File: src/rtl/wash_pkg.sv
// -----------------------------------------------------------------------------
// wash_pkg
// Shared definitions for the washing-machine datapath: phase codes shown on
// the display, mode encodings used by the pre, scheduler and billing stages,
// and the per-mode water target / wash / spin duration tables.
// -----------------------------------------------------------------------------
package wash_pkg;

    // Phase codes as they appear on the phase display. Codes 6 and 7 are unused.
    typedef enum logic [2:0] {
        PH_IDLE  = 3'd0,
        PH_FILL  = 3'd1,
        PH_WASH  = 3'd2,
        PH_DRAIN = 3'd3,
        PH_SPIN  = 3'd4,
        PH_DONE  = 3'd5
    } phase_e;

    // Wash modes, shared with the pre (selection/payment) and billing stages.
    typedef enum logic [1:0] {
        MODE_DRY    = 2'd0,
        MODE_SMALL  = 2'd1,
        MODE_MEDIUM = 2'd2,
        MODE_BIG    = 2'd3
    } mode_e;

    localparam int NUM_MODES = 4;

    // Per-mode tables, indexed by mode code (dry, small, medium, big).
    // Water target is in lights; wash and spin durations are in seconds.
    localparam logic [7:0] WATER_TARGET [NUM_MODES] = '{8'd0, 8'd3, 8'd5, 8'd8};
    localparam logic [7:0] WASH_SECS    [NUM_MODES] = '{8'd0, 8'd4, 8'd6, 8'd8};
    localparam logic [7:0] SPIN_SECS    [NUM_MODES] = '{8'd5, 8'd3, 8'd3, 8'd3};

    // Number of lit lights in a thermometer-coded level; one drain second
    // is needed per light.
    function automatic logic [7:0] light_count(input logic [7:0] lv);
        logic [7:0] n;
        n = '0;
        for (int i = 0; i < 8; i++) begin
            n = n + {7'd0, lv[i]};
        end
        return n;
    endfunction

endpackage

File: src/rtl/wash_sched_tick_gen.sv
// -----------------------------------------------------------------------------
// tick_gen
// One-second prescaler. Counts 0..TICK_DIV-1 while enabled and asserts tick
// for one cycle on the terminal count. Holds its count while disabled.
//
// Ports:
//   clk   in   system clock
//   rst   in   synchronous active-high reset
//   en    in   count enable (machine busy and not paused)
//   clr   in   restart the count from zero (start accepted)
//   tick  out  one-cycle pulse on the terminal count
// -----------------------------------------------------------------------------
module tick_gen #(
    parameter int unsigned TICK_DIV = 100_000_000
) (
    input  logic clk,
    input  logic rst,
    input  logic en,
    input  logic clr,
    output logic tick
);

    localparam int unsigned CW = (TICK_DIV > 2) ? $clog2(TICK_DIV) : 1;
    localparam logic [CW-1:0] TERM = CW'(TICK_DIV - 1);

    logic [CW-1:0] cnt;

    // Decoded straight from the count register so the scheduler sees the
    // tick in the same cycle the count sits at its terminal value.
    assign tick = en && (cnt == TERM);

    // NOTE: sequential state is updated with non-blocking assignments so every
    // register samples its inputs from before the clock edge.
    always_ff @(posedge clk) begin
        if (rst || clr) begin
            cnt <= '0;
        end else if (en) begin
            cnt <= tick ? '0 : cnt + CW'(1);
        end
    end

endmodule

File: src/rtl/wash_sched.sv
// -----------------------------------------------------------------------------
// wash_sched
// Phase sequencer for the washing machine. A start pulse latches the mode and
// walks the machine through FILL, WASH, DRAIN and SPIN (dry mode goes straight
// to SPIN), counting down whole seconds from a prescaler, then emits a single
// done pulse to hand over to billing.
//
// Ports:
//   clk       in   system clock
//   rst       in   synchronous active-high reset
//   start     in   one-cycle start pulse, accepted only when idle
//   pause     in   one-cycle pulse, toggles pause while running
//   mode      in   wash mode, sampled when a start is accepted
//   phase     out  current phase code (see wash_pkg::phase_e)
//   remain    out  seconds left in the current phase
//   wt_level  out  water-level lights, thermometer coded from bit 0
//   busy      out  high whenever phase is not IDLE
//   paused    out  pause status
//   done      out  one-cycle completion pulse
// -----------------------------------------------------------------------------
module wash_sched
    import wash_pkg::*;
#(
    parameter int unsigned TICK_DIV = 100_000_000
) (
    input  logic       clk,
    input  logic       rst,
    input  logic       start,
    input  logic       pause,
    input  logic [1:0] mode,
    output logic [2:0] phase,
    output logic [7:0] remain,
    output logic [7:0] wt_level,
    output logic       busy,
    output logic       paused,
    output logic       done
);

    phase_e     state;
    logic [1:0] mode_q;
    logic       tick;
    logic       start_ok;

    assign start_ok = start && !busy;
    assign phase    = state;

    tick_gen #(
        .TICK_DIV (TICK_DIV)
    ) u_tick_gen (
        .clk  (clk),
        .rst  (rst),
        .en   (busy && !paused),
        .clr  (start_ok),
        .tick (tick)
    );

    // NOTE: mode_q is only ever read while busy and is always written on the
    // accepted start, so it carries no reset.
    always_ff @(posedge clk) begin
        if (start_ok) begin
            mode_q <= mode;
        end
    end

    always_ff @(posedge clk) begin
        if (rst) begin
            state    <= PH_IDLE;
            remain   <= '0;
            wt_level <= '0;
            busy     <= 1'b0;
            paused   <= 1'b0;
            done     <= 1'b0;
        end else begin
            case (state)
                PH_IDLE: begin
                    // Start beats a coincident pause: paused stays clear.
                    if (start) begin
                        busy <= 1'b1;
                        if (mode == MODE_DRY) begin
                            state  <= PH_SPIN;
                            remain <= SPIN_SECS[mode];
                        end else begin
                            state  <= PH_FILL;
                            remain <= WATER_TARGET[mode];
                        end
                    end
                end

                PH_FILL, PH_WASH, PH_DRAIN, PH_SPIN: begin
                    if (tick) begin
                        remain <= remain - 8'd1;
                        if (state == PH_FILL) begin
                            wt_level <= {wt_level[6:0], 1'b1};
                        end
                        if (state == PH_DRAIN) begin
                            wt_level <= wt_level >> 1;
                        end
                        // Last second of the phase: the level update above
                        // still lands, but remain is reloaded for the next one.
                        if (remain == 8'd1) begin
                            unique case (state)
                                PH_FILL: begin
                                    state  <= PH_WASH;
                                    remain <= WASH_SECS[mode_q];
                                end
                                PH_WASH: begin
                                    state  <= PH_DRAIN;
                                    remain <= light_count(wt_level);
                                end
                                PH_DRAIN: begin
                                    state  <= PH_SPIN;
                                    remain <= SPIN_SECS[mode_q];
                                end
                                default: begin
                                    state <= PH_DONE;
                                    done  <= 1'b1;
                                end
                            endcase
                        end
                    end
                    // A pause on a tick cycle takes effect after the tick.
                    if (pause) begin
                        paused <= !paused;
                    end
                end

                PH_DONE: begin
                    state  <= PH_IDLE;
                    busy   <= 1'b0;
                    paused <= 1'b0;
                    done   <= 1'b0;
                end

                default: begin
                    // Unused codes recover to a clean idle machine.
                    state    <= PH_IDLE;
                    remain   <= '0;
                    wt_level <= '0;
                    busy     <= 1'b0;
                    paused   <= 1'b0;
                    done     <= 1'b0;
                end
            endcase
        end
    end

endmodule

File: config.mk
export PLATFORM = sky130hd
export DESIGN_NAME = wash_sched
export DESIGN_NICKNAME = d
export VERILOG_FILES = /design/src/rtl/wash_pkg.sv /design/src/rtl/wash_sched_tick_gen.sv /design/src/rtl/wash_sched.sv
export SDC_FILE = /design/constraint.sdc
export NUM_CORES = 1
export LEC_CHECK = 0
export ABC_CLOCK_PERIOD_IN_PS = 5300
export CORE_ASPECT_RATIO = 0.7
export CORE_MARGIN = 4
export CORE_UTILIZATION = 45
export DETAILED_ROUTE_END_ITERATION = 6
export SYNTH_ARGS = -nofsm -noshare
export SYNTH_HDL_FRONTEND = slang
export SYNTH_SLANG_ARGS = --single-unit
File: constraint.sdc
create_clock -name clk -period 5.3 [get_ports clk]
set_input_delay 1.06 -clock clk [delete_from_list [all_inputs] [get_ports clk]]
set_output_delay 1.06 -clock clk [all_outputs]
set_load 0.1 [all_outputs]
==> After elaboration in Yosys (flattened, before gate mapping) <==
Index checks and enable logic that the tools add are counted.
{ "classes": {"add_sub_neg": 9, "n_lt_le_gt_ge": 2, "n_eq_ne": 13, "n_mux": 37, "bitwise_logic": 6, "reduce_logical": 17} }
{ "ops": {"columns": ["cell", "n"], "rows": [
  ["8-bit two-way mux", 15],
  ["8-bit binary-select mux with 2-bit select", 4],
  ["8-bit one-hot mux with 3 select lines", 2],
  ["27-bit by 1-bit adder with 27-bit output, second input constant", 1],
  ["27-bit == test, second input constant", 1],
  ["27-bit two-way mux", 1],
  ["8-bit one-hot mux with 2 select lines", 1],
  ["3-bit two-way mux", 4],
  ["3-bit one-hot mux with 3 select lines", 1],
  ["3-bit AND reduction", 3],
  ["7-bit by 1-bit adder with 8-bit output", 1],
  ["8-bit by 1-bit == test with 1-bit output, second input constant", 1],
  ["2-bit inequality test, second input constant", 4],
  ["8-bit by 1-bit subtractor with 8-bit output, second input constant", 1],
  ["6-bit by 1-bit adder with 7-bit output", 1],
  ["5-bit by 1-bit adder with 6-bit output", 1],
  ["3-bit by 2-bit == test with 1-bit output, second input constant", 2],
  ["3-bit == test, second input constant", 2],
  ["3-bit greater-or-equal comparator, second input constant", 2],
  ["2-bit inverter with 3-bit output", 2],
  ["1-bit one-hot mux with 2 select lines", 3],
  ["3-bit one-hot mux with 2 select lines", 1],
  ["4-bit by 1-bit adder with 5-bit output", 1],
  ["1-bit two-way mux", 5],
  ["17 further kinds", 24]
]} }
{ "word_totals": {"regBits": 51, "in_bits": 6, "out_inout_bits": 22, "wordCells": 92} }

==> Longest topological paths before layout <==
Gate-level depths: netlist (run 1).
{ "logic_depth": {"depth_word": 11, "depth_mapped": 13, "mapped_depth_nobuf": 13} }

==> Modules after synthesis <==
From an unflattened synthesis (run 1), not the netlist that was laid out.
{ "unflattened": {"hier_cells": 342, "area_unflattened_um2": 2924.1} }
{ "modules_own_cells": {"columns": ["mod", "instances", "cells_each", "area_each_um2", "seq_area_each_um2"], "rows": [
  ["wash_sched", 1, 196, 1620.3, 500.5],
  ["tick_gen", 1, 146, 1303.8, 540.5]
]} }

==> Least setup slack after synthesis (run 1) <==
No wires, ideal clock.
{ "synth_timing": {"kind": "register -> register", "start": "register wt_level[3]", "end": "register remain[1]", "setup_ps": 58, "arrival_time_ps": 3855, "t_required_ps": 5242, "setup_slack_ps": 1387, "stages_incl_launch_ff": 13, "path_buffers": 0, "period_less_slack_ps": 3913, "path_cell_list": "dfxtp_1 -> fa_1 -> inv_1 -> fa_1 -> fa_1 -> inv_1 -> ha_1 -> inv_1 -> fa_1 -> nand2b_1 -> a211o_1 -> a21oi_1 -> mux2_2"} }
{ "synth_via": {"elab_chain_len": 9} }
{ "synth_lines": {"columns": ["item", "line_no", "source"], "rows": [
  ["from (decl)", "wash_sched.sv:33", "output logic [7:0] wt_level,"],
  ["from (signal assigned)", "wash_sched.sv:93", "wt_level <= {wt_level[6:0], 1'b1};"],
  ["from (signal assigned)", "wash_sched.sv:96", "wt_level <= wt_level >> 1;"],
  ["3-bit by 1-bit adder with 4-bit output", "wash_pkg.sv:41", "n = n + {7'd0, lv[i]};"],
  ["4-bit by 1-bit adder with 5-bit output", "wash_pkg.sv:41", null],
  ["5-bit by 1-bit adder with 6-bit output", "wash_pkg.sv:41", null],
  ["6-bit by 1-bit adder with 7-bit output", "wash_pkg.sv:41", null],
  ["7-bit by 1-bit adder with 8-bit output", "wash_pkg.sv:41", null],
  ["8-bit one-hot mux with 3 select lines", "wash_sched.sv:101", "unique case (state)"],
  ["8-bit two-way mux", "wash_sched.sv:100", "if (remain == 8'd1) begin"],
  ["8-bit two-way mux", "wash_sched.sv:90", "if (tick) begin"],
  ["8-bit one-hot mux with 3 select lines", "wash_sched.sv:74", "case (state)"],
  ["to (signal assigned)", "wash_sched.sv:81", "remain <= SPIN_SECS[mode];"],
  ["to (signal assigned)", "wash_sched.sv:91", "remain <= remain - 8'd1;"],
  ["to (signal assigned)", "wash_sched.sv:104", "remain <= WASH_SECS[mode_q];"],
  ["to (decl)", "wash_sched.sv:32", "output logic [7:0] remain,"]
]} }
Every way passes these cells. The select of a mux whose other input is x is not followed.
A chain may end at the register's enable or synchronous reset.

==> Final worst setup path (run 1) <==
{ "layout_timing": {"start": "register state[2], in the netlist phase[2]", "end": "output phase[2]"} }
{ "layout_lines": {"columns": ["item", "line_no", "source"], "rows": [
  ["from (decl)", "wash_sched.sv:39", "phase_e state;"],
  ["from (signal assigned)", "wash_sched.sv:67", "state <= PH_IDLE;"],
  ["from (signal assigned)", "wash_sched.sv:80", "state <= PH_SPIN;"],
  ["from (signal assigned)", "wash_sched.sv:83", "state <= PH_FILL;"],
  ["to (decl)", "wash_sched.sv:31", "output logic [2:0] phase,"]
]} }
No word-level cell between the ends.

==> results by group, run 1 <==
Pwr
  – PwrDens: 344 nW/um^2
  – Clock group share of total power: 21.0%
  – NetSw: around 0.55 mW
  – Leakage: around 1.2 nW
  – IR drop worst, VDD: 0.204 mV
  – Flop pwr share: a little under two fifths
  – Sw Share: between 40 and 50%
  – Comb pwr share: slightly above 40%
  – Total power: between 1 and 1.5 mW
  – Internal power: roughly 0.69 mW

Global route
  – Routing usage on met2: roughly a quarter
  – Vias in the first global route: about 2.6k
  – GRT Residual Overflow: 0
  – Antenna violations before repair: 0
  – Top Usage Layer GRT: met1
  – Met1 global-route usage: between 30% and 40%
  – M3 GR Usage: between 3 and 4%
  – First-pass GRT wire length: around 14 mm
  – GRT Total Usage: roughly a fifth
  – Largest net degree at the start of global routing: 29

Synth
  – Post-synthesis async set-or-reset flop share: 0%
  – Leading area contributor after synthesis: dfxtp_1
  – Ys flop type: dfxtp_1
  – Yosys top cell area share: a little under a third
  – Yosys warnings: 0
  – Register area share after synthesis: approximately a third
  – Yosys cell types: between 50 and 60
  – Net count after synthesis: 420
  – Largest cells by area after synthesis: dfxtp_1 (30%), nor2_1 (5.1%), xnor2_1 (4.8%)
  – Post-Syn Instances: 400
  – Post-synth EDFFs: 2
  – Post-Syn Area: between 3000 and 4000 um^2
  – Top-count cell post-synth: dfxtp_1
  – Post-synth top cells: dfxtp_1 (49), nor2_1 (44), nand2_1 (36), inv_1 (26), a21oi_1 (23)
  – Syn avg cell area: ~8.1 um^2
  – #FFs+latches synth: 51

Setup path
  – Critical path's largest stage delay: ~1.3 ns
  – WP buf/inv: 1
  – Crit path max fanout: 28
  – Slowest cell on crit path: clkdlybuf4s50_1
  – Worst path required time: about 4.2 ns
  – CP cell instances: clkdlybuf4s50_1
  – CP Class: register to output port
  – Critical Path Source Type: register
  – Worst Setup End Kind: output port
  – Crit path arrival time: 2.56 ns
  – Crit path max-delay family: buffers and inverters

Finish
  – Final Net Count: approximately 440
  – Final Cell Area: about 3600 um^2
  – Layout Cells excl Fill: ~510
  – ANT cells: 0
  – Share of cells above drive strength 1: around 6%
  – Area Growth Syn to Fin: 11.0%
  – Fill count: 684

STA
  – Max Slew Vio Count: 0
  – Hold Slack: about 0.5 ns
  – RSZ-0062 raised after global routing: false
  – Shortest period the worst path allows: 3.62 ns
  – Period Utilization, post-route: 68.3%
  – Slew HR: 34.2%
  – Setup_tns: 0 ns
  – Setup violations, final: 0
  – Worst-margin pin slew: 0.984 ns
  – Final Hold Fails: 0
  – Max Clock Skew: ~0.012 ns
  – Fmax: between 200 and 300 MHz

Clock tree
  – Num CTS Buffers: 5
  – CTS Hold Buffers Added: 0
  – Clk sinks: 51
  – H-tree lvl count: 2
  – Clock slew at reported path FFs: about 0.10 ns
  – Post-cts resize count: 0
  – CTS tree: built
  – Worst-Skew Late Latency: just over 0.3 ns
  – Longest Clk Path Bufs: 2
  – Clock root buffer: clkbuf_8
  – Setup Buffers After CTS: 0

Flow run
  – Max-cap check violation count: 0

Floorplanning
  – Die W: 110 um
  – Die Ht: a little under 80 um
  – Die area: around 8700 um^2
  – I/O Pins: 28
  – Rows: 25
  – Starting Density: between 40% and 50%
  – Core area: 6880 um^2

Drt
  – TritonRoute pass-1 iters: 5
  – Drt wl/cell: around 16 um
  – ANT nets after route: 0
  – WL final: a little over 8 mm
  – DR vias/cell: between 5 and 6
  – Total number of vias: around 2.9k
  – Starting DRC count in detailed routing: about 150
  – DRC Markers: 0

Worst hold path
  – Worst min-delay path category: register to register

Place
  – IO buf count: 27
  – Hpwl dp: about 5.8 mm
  – Placed cell area: 3500 um^2
  – Gpl congestion: roughly 0.86
  – Dpl cells: ~500

Run status
  – Status: complete, no violations
## logic make-up (layout without fill, tap and decap cells)
group	count (synthesis)	in the layout	synth area share (%)
adders and majority gates	14	14	6.30
and+or+nand+nor	173	173	27.9
muxes	12	12	3.88
xor gates and xnor gates	24	24	6.46
AOI/OAI and AO/OA	80	80	15.8
buffers and inverters	46	63	7.72
DFF	51	51	32.0
## through the flow
stage	setup slack, ns	util [%]
6_report	1.68	52.5
5_1_grt	1.59	52.5
4_1_cts	1.69	52.5
3_5_place_dp	1.96	50.9
3_3_place_gp	1.98	50.9
2_1_floorplan	1.39	-
## layout by cell type (no fill, tap or decap), types with 3 or more instances in the layout
cell type        Yosys  final
a21boi_0             3      3
nand4_1             10     10
nor3_1              17     17
nor2b_1              3      3
xnor2_1             18     18
nor4b_1              4      4
nor2_1              44     44
a21oi_1             23     23
xor2_1               6      6
a211oi_1             6      6
mux2_2               5      5
inv_1               26     26
o22ai_1              3      3
and4_1               3      3
nor4_1              10     10
mux2i_1              7      7
a31oi_1              5      5
or2_2                3      3
nand2b_1             4      4
nand2_1             36     36
clkdlybuf4s50_1      0     27
fa_1                 4      4
ha_1                10     10
or3_1                5      5
dfxtp_1             49     49
o31ai_1              4      4
o211ai_1             3      3
and3_1               3      3
or4_1                6      6
nand3_1             13     13
clkbuf_8             5      5
o21ai_0             15     15
## final cells by class
type                            count  area [um^2]  share of cell area (%)
Clock buffer                        6         93.8                    2.60
Clock inverter                      2         16.3                   0.450
Inverter                           26         97.6                    2.70
Multi-Input combinational cell    303         1960                    54.3
Sequential cell                    51         1040                    28.8
Tap cell                           94          118                    3.25
Timing Repair Buffer               29          285                    7.89
## registers in the layout, indices dropped and copies added (netlist names)
register,cells
busy,1
done,1
remain,8
mode_q,2
paused,1
u_tick_gen.cnt,27
wt_level,8
phase,3
## per-layer routing
metal | up-vias | share of wire [%]
met5 | - | 0
met4 | 0 | 0.73
met3 | 8 | 6.0
met2 | 85 | 38
met1 | 1362 | 56
li1 | 1461 | -
## path summary, 6_finish.rpt
check,startpoint,endpoint,slack (ns),depth (start not counted)
worst max-delay path,phase[2],phase[2],1.68,1
worst min-delay path,u_tick_gen.cnt[1],u_tick_gen.cnt[1],0.49,2
worst max register to register,wt_level[0],remain[2],1.93,13
worst min register to register,u_tick_gen.cnt[1],u_tick_gen.cnt[1],0.49,2
## power groups by stage
stage                     clock (mW)  sequential [mW]  combinational [mW]
after floorplan                    0            0.606               0.269
after global placement             0            0.474               0.508
after detailed placement           0            0.474               0.511
after CTS                      0.271            0.465               0.513
after global routing           0.286            0.473               0.558
final                          0.262            0.467               0.516
No activity file was read; power rests on OpenSTA's default activity.
==> inputs of run 2 (changes only) <==
--- a/config.mk
+++ b/config.mk
@@ -5,7 +5,7 @@
 export SDC_FILE = /design/constraint.sdc
 export NUM_CORES = 1
 export LEC_CHECK = 0
-export ABC_CLOCK_PERIOD_IN_PS = 5300
+export ABC_CLOCK_PERIOD_IN_PS = 3700
 export CORE_ASPECT_RATIO = 0.7
 export CORE_MARGIN = 4
 export CORE_UTILIZATION = 45
==> constraint.sdc (replaced) <==
create_clock -name clk -period 3.7 [get_ports clk]
set_input_delay 0.74 -clock clk [delete_from_list [all_inputs] [get_ports clk]]
set_output_delay 0.74 -clock clk [all_outputs]
set_load 0.1 [all_outputs]
==> results by group, run 2 (same netlist as run 1, synthesis figures left out) <==
Pwr
  – PwrDens: roughly 500 nW/um^2
  – Total power: approximately 1.8 mW
  – IR drop worst, VDD: 0.262 mV
  – Leakage: roughly 1.2 nW

Run status
  – Status: complete, no violations

Clock tree
  – CTS Hold Buffers Added: 0
  – Longest Clk Path Bufs: 2
  – H-tree lvl count: 2
  – Clock slew at reported path FFs: 0.10 ns
  – Num CTS Buffers: 5
  – Clk sinks: a little over 50
  – Setup Buffers After CTS: 0
  – Post-cts resize count: 0
  – Worst-Skew Late Latency: 0.31 ns
  – CTS tree: built
  – Clock root buffer: clkbuf_8

Finish
  – Multi-input gate area: 1960 um^2
  – Layout Cells excl Fill: ~500
  – Final Cell Area: 3610 um^2
  – ANT cells: 0
  – Share of cells above drive strength 1: 7.66%
  – Area Growth Syn to Fin: 10.8%
  – Largest regs: u_tick_gen.cnt: 27 flops, remain: 8 flops, wt_level: 8 flops
  – Final Net Count: between 400 and 500
  – Final Util: a little over half
  – Commonest non-fill, non-tap cell in the layout: dfxtp_1
  – Most frequent cells in the layout: dfxtp_1 (46), nor2_1 (44), nand2_1 (36), inv_1 (26), clkdlybuf4s50_1 (24)
  – Top reg by flops: u_tick_gen.cnt
  – Sequential Area: roughly 1000 um^2
  – Max FFs per register: 27
  – Fill count: roughly 680

Flow run
  – Max-cap check violation count: 0

Global route
  – First-pass GRT wire length: about 14 mm
  – GRT Residual Overflow: 0
  – Antenna violations before repair: 0
  – Vias in the first global route: between 2k and 3k
  – GRT Total Usage: a little under 20%
  – Largest net degree at the start of global routing: 30

Drt
  – DRC Markers: 0
  – Total number of vias: between 2k and 3k
  – Starting DRC count in detailed routing: 185
  – TritonRoute pass-1 iters: 5
  – ANT nets after route: 0
  – Drt wl/cell: roughly 16 um
  – WL final: approximately 8.0 mm
  – DR vias/cell: around 5.7

STA
  – Fmax: between 200 and 300 MHz
  – Hold Slack: between 0.4 and 0.5 ns
  – Worst-margin pin slew: slightly below 1 ns
  – Slew HR: between 30% and 40%
  – Max Clock Skew: between 0.005 and 0.006 ns
  – Fin worst setup slack: 0.292 ns
  – Final Hold Fails: 0
  – Setup violations, final: 0
  – Setup_tns: 0 ns
  – Max Slew Vio Count: 0
  – Shortest period the worst path allows: 3.41 ns
  – RSZ-0062 raised after global routing: false
  – Period Utilization, post-route: about 90%

Floorplanning
  – Die Ht: around 79 um
  – I/O Pins: 28
  – Rows: 25
  – Core area: just under 7000 um^2
  – Starting Density: a little under half
  – Die area: 8680 um^2
  – Die W: 110 um

Place
  – Dpl ws: around 0.34 ns
  – Placed cell area: 3510 um^2
  – IO buf count: 27
  – Gpl congestion: ~0.83
  – Dpl cells: ~500
  – Hpwl dp: 5.80 mm

Setup path
  – Crit path max fanout: 4
  – Slowest cell on crit path: fa_1
  – Crit path max-delay family: adder cells
  – Crit path arrival time: between 3 and 4 ns
  – Critical Path Most Common Cell: fa_1
  – Critical path's largest stage delay: about 0.53 ns
  – Critical Path Source Type: register
  – Worst Setup End Kind: register
  – Worst path required time: between 3 and 4 ns
  – CP Class: register to register
  – WP buf/inv: 3
  – CP cell instances: fa_1 > inv_1 > fa_1 > fa_1 > inv_1 > ha_1 > inv_1 > fa_1 > nand2b_1 > a211o_1 > a21oi_1 > mux2_2

Worst hold path
  – Worst min-delay path category: register to register
-- run 2: worst paths after layout --
kind | depth (start not counted) | slack, ns | start | to
worst max-delay path | 12 | 0.29 | wt_level[0] | remain[1]
worst min-delay path | 2 | 0.50 | u_tick_gen.cnt[1] | u_tick_gen.cnt[1]
worst max register to register | 12 | 0.29 | wt_level[0] | remain[1]
worst min register to register | 2 | 0.50 | u_tick_gen.cnt[1] | u_tick_gen.cnt[1]
-- run 2: worst register-to-register path, delay by kind of cell, from the launching register on --
| kind | cells | cell delay (ns) |
|---|---|---|
| compound gates | 2 | 0.46 |
| fa+ha+maj | 5 | 2.06 |
| buf+inv | 3 | 0.16 |
| flops | 1 | 0.36 |
| mux | 1 | 0.18 |
| simple gates | 1 | 0.15 |
-- run 2: per-layer routing --
layer,track usage (%),routed length [um]
met4,3.24,54
met2,25.3,3090
met1,33.6,4420
met3,3.09,432
met5,0,0
-- run 2: layout make-up --
| cell class | instances | share of cell area, % |
|---|---|---|
| clock buffer | 6 | 2.29 |
| clock inverter | 2 | 0.451 |
| inverter | 26 | 2.71 |
| multi-input combinational | 303 | 54.4 |
| sequential | 51 | 29.0 |
| tap | 94 | 3.26 |
| timing repair buffer | 30 | 7.91 |
-- run 2: power breakdown --
part | leakage (nW) | internal, mW | switching [mW] | total (mW)
clock network | 0.0474 | 0.153 | 0.196 | 0.350
registers | 0.417 | 0.590 | 0.0773 | 0.667
logic | 0.766 | 0.227 | 0.509 | 0.736
==> inputs of run 3 (changes only) <==
--- a/config.mk
+++ b/config.mk
@@ -7,9 +7,11 @@
 export LEC_CHECK = 0
 export ABC_CLOCK_PERIOD_IN_PS = 3700
 export CORE_ASPECT_RATIO = 0.7
-export CORE_MARGIN = 4
-export CORE_UTILIZATION = 45
+export CORE_MARGIN = 2
+export CORE_UTILIZATION = 58
 export DETAILED_ROUTE_END_ITERATION = 6
+export PLACE_DENSITY = 0.8
+export SLEW_MARGIN = 15
 export SYNTH_ARGS = -nofsm -noshare
 export SYNTH_HDL_FRONTEND = slang
 export SYNTH_SLANG_ARGS = --single-unit
==> results by group, run 3 (same netlist as run 1, synthesis figures left out) <==
Floorplanning
  – Die Ht: between 60 and 70 um
  – Die area: 6240 um^2
  – Starting Density: approximately three fifths
  – Core area: 5340 um^2
  – I/O Pins: 28
  – Rows: 22
  – Die W: 93.5 um

Pwr
  – IR drop worst, VDD: ~0.43 mV
  – PwrDens: roughly 500 nW/um^2
  – Leakage: 1.24 nW

Clock tree
  – Clock slew at reported path FFs: around 0.10 ns
  – Setup Buffers After CTS: 0
  – Clk sinks: 51
  – CTS tree: built
  – Post-cts resize count: 0
  – H-tree lvl count: 2
  – Clock root buffer: clkbuf_8
  – CTS Hold Buffers Added: 0
  – Worst-Skew Late Latency: between 0.3 and 0.4 ns
  – Longest Clk Path Bufs: 2
  – Num CTS Buffers: 5

Finish
  – Max FFs per register: 27
  – Commonest non-fill, non-tap cell in the layout: dfxtp_1
  – Fill count: 466
  – Largest regs: u_tick_gen.cnt: 27 flops, remain: 8 flops, wt_level: 8 flops
  – Final Net Count: about 440
  – Sequential Area: 1040 um^2
  – ANT cells: 0
  – Share of cells above drive strength 1: slightly below 8%
  – Area Growth Syn to Fin: 9.84%
  – Multi-input gate area: between 1500 and 2000 um^2
  – Top reg by flops: u_tick_gen.cnt
  – Most frequent cells in the layout: dfxtp_1 (46), nor2_1 (44), nand2_1 (36), inv_1 (26), clkdlybuf4s50_1 (24)

Setup path
  – Crit path max fanout: 4
  – RR Endpoint: remain[1]
  – R2R setup slack: around 0.36 ns
  – Worst path required time: a little under 4 ns
  – Critical Path Source Type: register
  – FF-to-FF Start: wt_level[0]
  – Worst r2r path cells: 12
  – Worst Setup End Kind: register
  – Crit path arrival time: around 3.6 ns
  – CP Class: register to register

Global route
  – GRT Total Usage: a little over a quarter
  – Antenna violations before repair: 0
  – Largest net degree at the start of global routing: 30
  – GRT Residual Overflow: 0
  – First-pass GRT wire length: between 10 and 15 mm
  – Vias in the first global route: roughly 2.6k

STA
  – Max Slew Vio Count: 0
  – Fmax: ~300 MHz
  – Slew HR: 33.2%
  – Period Utilization, post-route: about nine tenths
  – Fin worst setup slack: 0.359 ns
  – Max Clock Skew: ~0.0053 ns
  – Setup_tns: 0 ns
  – Final Hold Fails: 0
  – Worst-margin pin slew: between 0.9 and 1 ns
  – Shortest period the worst path allows: around 3.3 ns
  – RSZ-0062 raised after global routing: false
  – Setup violations, final: 0

Drt
  – Starting DRC count in detailed routing: roughly 290
  – Total number of vias: about 3.0k
  – DR vias/cell: 6.07
  – Drt wl/cell: approximately 16 um
  – DRC Markers: 0
  – WL final: roughly 8 mm
  – TritonRoute pass-1 iters: 5
  – ANT nets after route: 0

Run status
  – Status: complete, no violations

Worst hold path
  – Worst min-delay path category: register to register
  – Hold Path End: u_tick_gen.cnt[1]
  – Worst Hold Launch: u_tick_gen.cnt[1]
  – Hold path depth: 2

Place
  – Dpl ws: approximately 0.40 ns
  – Gpl congestion: around 0.92
  – IO buf count: 27
  – Hpwl dp: between 5 and 6 mm

Flow run
  – Max-cap check violation count: 0
[run 3: worst max path at each step]
| stage | from | end | slack (ns) | depth (start not counted) |
|---|---|---|---|---|
| 2_1_floorplan | wt_level[3] | remain[1] | 0.16 | 12 |
| 3_3_place_gp | wt_level[0] | remain[1] | 0.45 | 12 |
| 3_5_place_dp | wt_level[0] | remain[1] | 0.40 | 12 |
| 4_1_cts | wt_level[0] | remain[1] | 0.38 | 12 |
| 5_1_grt | wt_level[0] | remain[2] | 0.21 | 13 |
| 6_report | wt_level[0] | remain[1] | 0.36 | 12 |
[run 3: report_power, final]
group	total (mW)	internal [mW]	leakage (nW)	switching [mW]
Clock	0.330	0.134	0.0483	0.196
Sequential	0.668	0.590	0.417	0.0778
Combinational	0.754	0.234	0.771	0.520
Total	1.75	0.958	1.24	0.794
[run 3: stage by stage]
stage          hold slack [ns]  power, mW  cell area [um^2]  cells  utilization, %
6_report                 0.483       1.75              3580    491            67.0
5_1_grt                  0.517       1.85              3580    491            67.0
3_3_place_gp             0.461       1.41              3490    483            65.3
2_1_floorplan            0.446       1.25              3260    400               -
3_5_place_dp             0.472       1.42              3490    483            65.3
4_1_cts                  0.483       1.74              3580    491            67.0
[run 3: routing by layer]
metal | vias to the layer above | global-route usage (%) | part of all wire, %
li1 | 1463 | - | -
met5 | - | 0 | 0
met3 | 7 | 4.52 | 9.3
met1 | 1380 | 42.2 | 50
met2 | 129 | 37.1 | 41
met4 | 0 | 3.99 | 0.51
[run 3: critical path, cell delays in order, from the launching register on]
cell,delay (ns)
dfxtp_2,0.36
fa_1,0.54
inv_1,0.05
fa_1,0.45
fa_1,0.49
inv_1,0.05
ha_1,0.19
inv_1,0.07
fa_1,0.39
nand2b_1,0.15
a211o_1,0.29
a21oi_1,0.13
mux2_2,0.16
[run 3: cell type report]
| class | instances | share of cell area [%] |
|---|---|---|
| multi-input cells | 303 | 54.9 |
| inverters | 26 | 2.73 |
| repair buffers | 31 | 8.19 |
| clock inverters | 3 | 0.525 |
| well taps | 72 | 2.52 |
| flip-flops and latches | 51 | 29.2 |
| clock buffers | 5 | 1.92 |
==> edit, RTL diff (settings of run 3) <==
`TICK_DIV` is set to 100_000_000 in 2 places; all go to 400_000_000.
--- a/src/rtl/wash_sched_tick_gen.sv
+++ b/src/rtl/wash_sched_tick_gen.sv
@@ -12,5 +12,5 @@
 // -----------------------------------------------------------------------------
 module tick_gen #(
-    parameter int unsigned TICK_DIV = 100_000_000
+    parameter int unsigned TICK_DIV = 400_000_000
 ) (
     input  logic clk,
--- a/src/rtl/wash_sched.sv
+++ b/src/rtl/wash_sched.sv
@@ -22,5 +22,5 @@
     import wash_pkg::*;
 #(
-    parameter int unsigned TICK_DIV = 100_000_000
+    parameter int unsigned TICK_DIV = 400_000_000
 ) (
     input  logic       clk,
Check against the original RTL: no difference found for any inputs over 10 cycles, from zero or initial values and one cycle with rst high; that may be too few to reach the edited logic, so the function may still have changed.
==> edit against run 3 <==
  * Wire length shrank 7.3%
  * First-iteration DRC count shrank 8.0%
  * Sequential cell count grew 2
  * Design area shrank 1.6%
  * Area after synthesis shrank 3.5%
  * Fmax grew 3.3%
  * Worst setup slack gained 0.11 ns
Power is not compared: it rests on default switching activity, and its combinational part moved more than twofold at a synthesized area within 25%.
==> edit: results (changes against run 3) <==
- Length in cells of the worst reg-to-reg path: 13 (was 12)
- Worst path arrival time: 3.45 ns (was 3.60 ns)
- Global-route wire length before repair: 12640 µm (was 12940 µm)
- Layout Skew: 0.007909 ns (was 0.005286 ns)
- CP Launch Point: wt_level[1] (was wt_level[0])
- Via count of the first global-routing pass: 2565 (was 2607)
- Largest net degree at the start of global routing: 32 (was 30)
- End of the worst hold path: u_tick_gen.cnt[25] (was u_tick_gen.cnt[1])
- Half-perimeter wire length of the detailed placement result: 5289 µm (was 5550 µm)
- Critical Path Max Stage Delay: 0.52 ns (was 0.54 ns)
- Mean routed wirelength per cell: 15.44 µm (was 16.04 µm)
- RD Place Congestion: 0.9312 (was 0.9165)
- Number of violations reported at the end of detailed-routing iteration 0: 264 (was 287)
- Transition time at the pin with the least slew margin: 0.9885 ns (was 0.9999 ns)
- Result of the run: complete, no violations (unchanged)
- Total nets after synthesis: 400 (was 420)
- Hold violation count in the final report: 0 (unchanged)
- FILL cells: 439 (was 466)
- Number of vias after detailed routing: 2813 (was 2979)
- Yosys top cell area share: 32.51% (was 30.13%)
- Critical R2R Capture: remain[2] (was remain[1])
- Top cells by instance count after synthesis: 51 x sky130_fd_sc_hd__dfxtp_1, 47 x sky130_fd_sc_hd__nor2_1, 34 x sky130_fd_sc_hd__nand2_1, 26 x sky130_fd_sc_hd__inv_1, 19 x sky130_fd_sc_hd__xnor2_1 (was 49 x sky130_fd_sc_hd__dfxtp_1, 44 x sky130_fd_sc_hd__nor2_1, 36 x sky130_fd_sc_hd__nand2_1, 26 x sky130_fd_sc_hd__inv_1, 23 x sky130_fd_sc_hd__a21oi_1)
- Reg2Reg Setup Slack: 0.47 ns (was 0.36 ns)
- Nets: 419 (was 438)
- Ratio of cells with drive above 1 in the final layout: 7.481% (was 7.876%)
[edit: cell count changes after synthesis, moves of 3 or more]
cell                       delta
sky130_fd_sc_hd__mux2_2       -4
sky130_fd_sc_hd__clkbuf_8     -5
sky130_fd_sc_hd__buf_2        +6
sky130_fd_sc_hd__xor2_1       +5
sky130_fd_sc_hd__nor4b_1      -4
sky130_fd_sc_hd__clkbuf_1     -4
sky130_fd_sc_hd__o21ai_0      -4
sky130_fd_sc_hd__buf_6        +3
sky130_fd_sc_hd__a21oi_1      -8
sky130_fd_sc_hd__or3_1        -3
sky130_fd_sc_hd__or4_1        -6
sky130_fd_sc_hd__and3_1       +4
sky130_fd_sc_hd__nor2_1       +3
[edit: cell type report]
cell class | instances | share of cell area (%)
clock buffer | 6 | 2.347
clock inverter | 2 | 0.3912
sequential | 53 | 30.83
tap | 72 | 2.560
inverter | 27 | 2.881
timing repair buffer | 30 | 8.108
multi-input combinational | 283 | 52.88
[edit: through the flow]
stage          area (µm²)  setup WS (ns)  total power, µW  instances
6_report             3518         0.4670             1197        473
5_1_grt              3518         0.2614             1246        473
4_1_cts              3518         0.4696             1199        473
3_5_place_dp         3422         0.4905            862.1        465
3_3_place_gp         3422         0.6088            858.0        465
2_1_floorplan        3144         0.2063            803.6        381
[edit: cell families after synthesis]
logic type | synth area share [%]
xor gates and xnor gates | 8.366
and+or+nand+nor | 28.21
buffers and inverters | 6.335
AOI/OAI and AO/OA | 13.94
adders and majority gates | 6.136
DFF | 34.42
muxes | 2.590
[edit: per-layer routing]
| metal | track usage, % | vias to the layer above | share of wire, % |
|---|---|---|---|
| li1 | - | 1380 | - |
| met1 | 39.87 | 1313 | 50 |
| met2 | 37.96 | 114 | 42 |
| met3 | 4.587 | 6 | 7.4 |
| met4 | 5.037 | 0 | 0.75 |
| met5 | 0 | - | 0 |
